$ cat src/rtl/imem_loader_if.sv
// rtl/imem_loader_if.sv - byte-stream input and instruction-memory write port of the loader
interface imem_loader_if #(
    parameter int ADDR_W = 6
) ();
    logic              in_valid;
    logic [7:0]        in_byte;
    logic              in_ready;
    logic              wr_en;
    logic [ADDR_W-1:0] wr_addr;
    logic [31:0]       wr_data;

    // slave: the loader; master: byte source plus memory-side observer
    modport slave (
        input  in_valid, in_byte,
        output in_ready, wr_en, wr_addr, wr_data
    );
    modport master (
        output in_valid, in_byte,
        input  in_ready, wr_en, wr_addr, wr_data
    );
endinterface

$ cat src/rtl/imem_loader.sv
// rtl/imem_loader.sv - assembles a counted little-endian byte stream into instruction-memory word writes
module imem_loader #(
    parameter int DEPTH  = 64,
    parameter int ADDR_W = 6
) (
    input  logic          clk,
    input  logic          reset,
    input  logic          start,
    imem_loader_if.slave  bus,
    output logic          core_hold,
    output logic          load_done,
    output logic          load_err
);
    localparam logic [2:0] IDLE   = 3'd0;
    localparam logic [2:0] HDR_LO = 3'd1;
    localparam logic [2:0] HDR_HI = 3'd2;
    localparam logic [2:0] DATA   = 3'd3;
    localparam logic [2:0] WRITE  = 3'd4;
    localparam logic [2:0] DONE   = 3'd5;
    localparam logic [2:0] ERROR  = 3'd6;

    localparam logic [15:0] DEPTH_N = 16'(DEPTH);

    logic [2:0]        state;
    logic [1:0]        idx;
    logic [15:0]       count;
    logic [ADDR_W-1:0] wr_addr;
    logic [31:0]       wr_data;
    logic              accept;
    logic [15:0]       n_full;
    logic              last_word;

    assign accept    = bus.in_valid && bus.in_ready;
    // Full word count as it will be once the high header byte lands
    assign n_full    = {bus.in_byte, count[7:0]};
    assign last_word = ({{(16-ADDR_W){1'b0}}, wr_addr} == (count - 16'd1));

    assign bus.in_ready = (state == HDR_LO) || (state == HDR_HI) || (state == DATA);
    assign bus.wr_en    = (state == WRITE);
    assign bus.wr_addr  = wr_addr;
    assign bus.wr_data  = wr_data;
    assign core_hold    = (state != DONE);
    assign load_done    = (state == DONE);
    assign load_err     = (state == ERROR);

    always_ff @(posedge clk or negedge reset) begin
        if (!reset) begin
            state   <= IDLE;
            idx     <= 2'd0;
            count   <= 16'd0;
            wr_addr <= '0;
            wr_data <= 32'd0;
        end else begin
            case (state)
                IDLE: begin
                    if (start) state <= HDR_LO;
                end
                HDR_LO: begin
                    if (accept) begin
                        count[7:0] <= bus.in_byte;
                        state      <= HDR_HI;
                    end
                end
                HDR_HI: begin
                    if (accept) begin
                        count[15:8] <= bus.in_byte;
                        wr_addr     <= '0;
                        idx         <= 2'd0;
                        if (n_full == 16'd0)
                            state <= DONE;
                        else if (n_full > DEPTH_N)
                            state <= ERROR;
                        else
                            state <= DATA;
                    end
                end
                DATA: begin
                    if (accept) begin
                        wr_data[{idx, 3'b000} +: 8] <= bus.in_byte;
                        idx <= idx + 2'd1;
                        if (idx == 2'd3) state <= WRITE;
                    end
                end
                WRITE: begin
                    if (last_word) begin
                        state <= DONE;
                    end else begin
                        wr_addr <= wr_addr + 1'b1;
                        state   <= DATA;
                    end
                end
                DONE, ERROR: begin
                    if (start) state <= HDR_LO;
                end
                default: state <= IDLE;
            endcase
        end
    end
endmodule
$ cat src/flat_wrapper.sv
// flat-port wrapper written by rule: the top's interface ports become plain ports
module imem_loader_flat 
#(
    parameter int DEPTH  = 64,
    parameter int ADDR_W = 6
)
  (clk, reset, start, core_hold, load_done, load_err, bus_in_valid, bus_in_byte, bus_in_ready, bus_wr_en, bus_wr_addr, bus_wr_data);
  imem_loader_if #(.ADDR_W(ADDR_W)) bus_i ();
  input  logic clk;
  input  logic reset;
  input  logic start;
  output logic core_hold;
  output logic load_done;
  output logic load_err;
  input wire logic [$bits(bus_i.in_valid)-1:0] bus_in_valid;
  input wire logic [$bits(bus_i.in_byte)-1:0] bus_in_byte;
  output wire logic [$bits(bus_i.in_ready)-1:0] bus_in_ready;
  output wire logic [$bits(bus_i.wr_en)-1:0] bus_wr_en;
  output wire logic [$bits(bus_i.wr_addr)-1:0] bus_wr_addr;
  output wire logic [$bits(bus_i.wr_data)-1:0] bus_wr_data;
  assign bus_i.in_valid = bus_in_valid;
  assign bus_i.in_byte = bus_in_byte;
  assign bus_in_ready = bus_i.in_ready;
  assign bus_wr_en = bus_i.wr_en;
  assign bus_wr_addr = bus_i.wr_addr;
  assign bus_wr_data = bus_i.wr_data;
  imem_loader #(.DEPTH(DEPTH), .ADDR_W(ADDR_W)) u_core (.clk(clk), .reset(reset), .start(start), .bus(bus_i), .core_hold(core_hold), .load_done(load_done), .load_err(load_err));
endmodule
$ cat config.mk
export PLATFORM = sky130hd
export DESIGN_NAME = imem_loader_flat
export DESIGN_NICKNAME = d
export VERILOG_FILES = /design/src/rtl/imem_loader_if.sv /design/src/rtl/imem_loader.sv /design/src/flat_wrapper.sv
export SDC_FILE = /design/constraint.sdc
export NUM_CORES = 1
export LEC_CHECK = 0
export CAP_MARGIN = 25
export CORE_MARGIN = 5
export CORE_UTILIZATION = 45
export DETAILED_ROUTE_END_ITERATION = 10
export PLACE_DENSITY = 0.76
export SYNTH_ARGS = -nofsm -noshare
export SYNTH_HDL_FRONTEND = slang
export SYNTH_SLANG_ARGS = --single-unit
$ cat constraint.sdc
create_clock -name clk -period 6.34 [get_ports clk]
set_input_delay 1.268 -clock clk [delete_from_list [all_inputs] [get_ports clk]]
set_output_delay 1.268 -clock clk [all_outputs]
set_load 0.02 [all_outputs]
======== Word-level counts from Yosys, hierarchy flattened ========
Index checks and enable logic that the tools add are counted.
storage, ports and cells
  logic and storage cells ................. 58
  output and inout port bits .............. 43
  register bits after elaboration ......... 59
  input bits .............................. 12
operators by class
  add/subtract/negate cells ............... 4
  equality and inequality tests ........... 15
  reductions and logical operators ........ 14
  multiplexer cells ....................... 16
  $lt $le $gt $ge ......................... 1
  shift-type cells ........................ 2
operators by type and width
  operator                                               count
  bitwise mux 32 bit                                     1
  variable shift 8 x 7 -> 32 bit (first input constant)  1
  indexed part select 8 x 7 -> 32 bit                    1
  2-to-1 mux 3 bit                                       8
  == test 6 x 16 -> 1 bit                                1
  > comparator 16 x 7 -> 1 bit (second input constant)   1
  zero test 16 bit                                       1
  subtractor 16 x 1 -> 16 bit (second input constant)    1
  one-hot mux 3 bit (5 select lines)                     1
  2-to-1 mux 6 bit                                       2
  one-hot mux 6 bit (2 select lines)                     1
  == test 3 bit (second input constant)                  3
  != test 2 x 1 -> 1 bit (second input constant)         4
  negation 5 -> 7 bit                                    1
  adder 6 x 1 -> 6 bit (second input constant)           1
  == test 3 x 2 -> 1 bit (second input constant)         2
  AND reduction 2 bit                                    3
  AND reduction 3 bit                                    2
  AND reduction 5 bit                                    1
  2-to-1 mux 2 bit                                       2
  != test 2 bit (second input constant)                  2
  one-hot mux 2 bit (2 select lines)                     1
  nonzero test 2 bit                                     2
  == test 3 x 1 -> 1 bit (second input constant)         1
  other kinds (7)                                        8

======== Logic depth before layout (Yosys ltp) ========
  depth in word-level cells ............... 6
  mapped depth ............................ 10
  depth with buffers taken out ............ 9

======== Worst setup path after synthesis ========
No wires, ideal clock.
  kind .................................... input port to flip-flop
  start ................................... in bus_in_byte[5]
  end ..................................... reg u_core.state[2]
  stages .................................. 6
  arrival ................................. 2.337 ns
  setup slack ............................. 3.883 ns
  required time ........................... 6.220 ns
  path buffers ............................ 0
  setup time .............................. 0.120 ns
  cell sequence ........................... nor4_1 -> nand2_1 -> a211o_1 -> or3b_1 -> nand3_1 -> nand2_1
on the way
  longest elaborated chain between the ends .. 5
  elaborated cells between the ends (all ways) .. 6
  those cells by class .................... 1 x order compare; 4 x mux; 1 x reduce/logical
RTL lines
  item                                    RTL line            text
  start, declared                         flat_wrapper.sv:16  input wire logic [$bits(bus_i.in_byte)-1:0] bus_in_byte;
  > comparator 16 x 7 -> 1 bit            imem_loader.sv:71   else if (n_full > DEPTH_N)
  2-to-1 mux 3 bit                        imem_loader.sv:71
  2-to-1 mux 3 bit (*)                    imem_loader.sv:69   if (n_full == 16'd0)
  2-to-1 mux 3 bit (*)                    imem_loader.sv:65   if (accept) begin
  one-hot mux 3 bit (5 select lines) (*)  imem_loader.sv:54   case (state)
  end signal, assigned                    imem_loader.sv:56   if (start) state <= HDR_LO;
  end signal, assigned                    imem_loader.sv:70   state <= DONE;
  end signal, assigned                    imem_loader.sv:72   state <= ERROR;
  end, declared                           imem_loader.sv:24   logic [2:0] state;
Every way passes the cells marked *; elsewhere a longest branch is shown, timed or not. The select of a mux whose other input is x is not followed.
A chain may end at the register's enable or synchronous reset.

======== Worst setup path after layout ========
  start ................................... reg u_core.state[0]
  end ..................................... out load_done
on the way
  longest elaborated chain between the ends .. 1
RTL lines
  item                    RTL line            text
  start signal, assigned  imem_loader.sv:48   state <= IDLE;
  start signal, assigned  imem_loader.sv:56
  start signal, assigned  imem_loader.sv:61   state <= HDR_HI;
  == test 3 bit           imem_loader.sv:43   assign load_done = (state == DONE);
  end, declared           flat_wrapper.sv:13  output logic load_done;
Every way passes these cells.

==> impl_metrics.ini <==
[status]
outcome = completed

[synthesis]
yosysWarnings = 0
ys_types = 49
synth_compound_area_share_pct = 14.1
synth-simple-area-share_pct = 25.1
synthFlopType = dfrtp_1
yosysSeqAreaShare_pct = 49.2
syn_area_mm2 = 0.00300
synth_top_family_by_area = simple AND/OR/NAND/NOR gates
postSynth.asyncResetShare_pct = 100
synth_fa_ha_area_share_pct = 3.34
synth_xor_xnor_area_share_pct = 2.34
syn_nets = 353
synth_area_per_cell_um2 = 9.00
synth_edf_count = 0
synth_mux_area_share_pct = 2.63
synth-seq-cells = 59
syn_inst = 333

[final_layout]
num_antenna_cells = 0
layout_commonest_cell = nand2_1
area_delta_synth_final_pct = 25.8
num-nets-final = 409
n_fill_cell = 549
final_cell_mix = nand2_1 (105), dfrtp_1 (59), clkdlybuf4s50_1 (53)
drive_gt1_share_pct = 8.65

[detailed_routing]
wire_per_inst_um = 15.5
firstDrtPassIters = 4
drc_errors = 0
route.vias.total = 2529
ant_nets = 0
routed_wl_um = 7300
viasPerCell = 5.38
drt_iter0_markers = 232

[critical_path]
worst_setup_path_end_kind = output pin
worstPathArrival_ns = 1.92
ff2ff_setup_slack_ns = 3.74
crit_path_start = u_core.state[0]$_DFFE_PN0P_
crit_path_max_fanout = 14
start_kind = flop
path_class = flop to output pin
rr_worst_depth = 9
required_ns = 5.07
r2r-start = u_core.count[0]$_DFFE_PN0P_
rr_endpoint = u_core.bus.wr_addr[5]$_DFFE_PN0P_

[hold_path]
hold_end = u_core.bus.wr_data[3]$_DFFE_PN0P_
min_path_cells = 2
hold_class = flop to flop
min-delay-start = u_core.bus.wr_data[3]$_DFFE_PN0P_

[job]
maxCapViolations = 0

[floorplan]
die_area_mm2 = 0.00839
rows = 29
die-width_um = 91.6
coreArea_mm2 = 0.00642
die_y_um = 91.6
io_pins = 55
initial_core_util_pct = 46.7

[timing]
min_period_ns = 3.19
maxClockFrequency_mhz = 314
setup_viol = 0
slew_violations = 0
hold_violations = 0
layout_setup_ws_ns = 3.15
setup_tns_ns = 0
period_share_pct = 50.2
skew_ns = 0.00729
worstMarginPinSlew_ns = 0.970
rsz0062_at_grt = false
maxSlewHeadroom_pct = 35.2

[place]
io_buffers = 54
place_ws_ns = 3.17
gp_congestion = 0.848
detailed_place_hpwl_um = 5320

[clocking]
clockBufferDepth = 2
cts_setup_buffers = 0
clkLatencyLatePin_ns = 0.34
root_buffer = clkbuf_8
cts.sinks = 59
cts_inserted_buffers = 9
cts_tree = done
clkTransAtPathRegs_ns = 0.07
cts_hold_buf = 0
cts.repair.resized = 0
htree_levels = 3

[global_route]
grt_first_pass_wirelength_um = 12300
antenna_found_initial = 0
grt-ovfl-total = 0
grt_max_degree = 60
grt_use_total_pct = 18.5
grt_pass1_vias = 2434

[pwr]
vdd_drop_max_mv = 0.261
power.density_mw_per_mm2 = 463
leakage_nw = 1.58
[flip-flops by register name (all words and copies together) (netlist names)]
register	count
u_core.bus.wr_data	32
u_core.count	16
u_core.idx	2
u_core.bus.wr_addr	6
u_core.state	3
[cells by family after synthesis]
| family | Yosys count |
|---|---|
| AND/OR/NAND/NOR | 162 |
| AO/OA/AOI/OAI | 68 |
| flip-flops | 59 |
| buffers and inverters | 21 |
| XOR/XNOR | 8 |
| adder cells (fa/ha/maj) | 8 |
| multiplexers | 7 |
[stage by stage]
step	instance area [um2]	util, %	hold WS [ns]	power (mW)	cells
finish	3770	58.7	0.478	1.74	470
global route	3770	58.7	0.512	1.87	470
floorplan	3000	-	0.466	1.14	333
global placement	3580	55.7	0.463	1.40	454
detailed placement	3580	55.7	0.470	1.42	454
CTS	3760	58.6	0.485	1.75	469
[synth_stat cells, types with 2 or more instances]
library cell  number  area, um2
xnor2_1            4       35.0
nand3_1            8       40.0
nor3b_1            3       22.5
ha_1               8        100
or3_1              2       12.5
o21ai_0           40        200
nor3_1             4       20.0
buf_6              2       22.5
mux2_2             7       78.8
o211ai_1           4       30.0
a211o_1            2       17.5
nor2_1            11       41.3
dfrtp_1           59       1480
nand2_1          105        394
and2_1             5       31.3
nor4_1             6       37.5
inv_1             10       37.5
a22oi_1            2       15.0
o31ai_1            4       30.0
nand4_1            3       18.8
clkbuf_1           8       30.0
nand2b_1           3       18.8
o21ai_1            2       10.0
a21oi_1            3       15.0
xor2_1             4       35.0
[metal layers]
metal | wire (um) | vias up | track usage [%]
met2 | 3380 | 63 | 27.9
met4 | 75 | 0 | 5.65
met3 | 303 | 7 | 4.75
li1 | - | 1261 | -
met5 | 0 | - | 0
met1 | 3540 | 1198 | 26.2
[power breakdown]
part / internal (mW) / switching (mW)
logic: 0.340 / 0.418
registers: 0.500 / 0.162
clock network: 0.178 / 0.147
total: 1.02 / 0.727
[area by class of cell]
class                   instances  area (um2)  share of cell area (%)
multi-input cells             253        1430                    37.8
repair buffers                 56         551                    14.6
clock buffers                  10         128                    3.39
inverters                      10        37.5                   0.996
well taps                      77        96.3                    2.56
flip-flops and latches         59        1480                    39.2
clock inverters                 5        55.1                    1.46
[how the worst max path moves through the flow]
stage | slack, ns | cells past startpoint | endpoint
finish | 3.15 | 4 | load_done
global route | 2.98 | 4 | load_done
floorplan | 3.88 | 6 | u_core.state[2]$_DFFE_PN0P_
global placement | 3.20 | 7 | u_core.state[2]$_DFFE_PN0P_
detailed placement | 3.17 | 7 | u_core.state[2]$_DFFE_PN0P_
CTS | 3.14 | 4 | load_done
[critical path, stage by stage (launching register included)]
cell	delay, ns
dfrtp_1	0.56
nor2b_1	0.26
nand2_1	0.10
inv_1	0.07
clkdlybuf4s50_1	0.59
No activity file was read; power rests on OpenSTA's default activity.
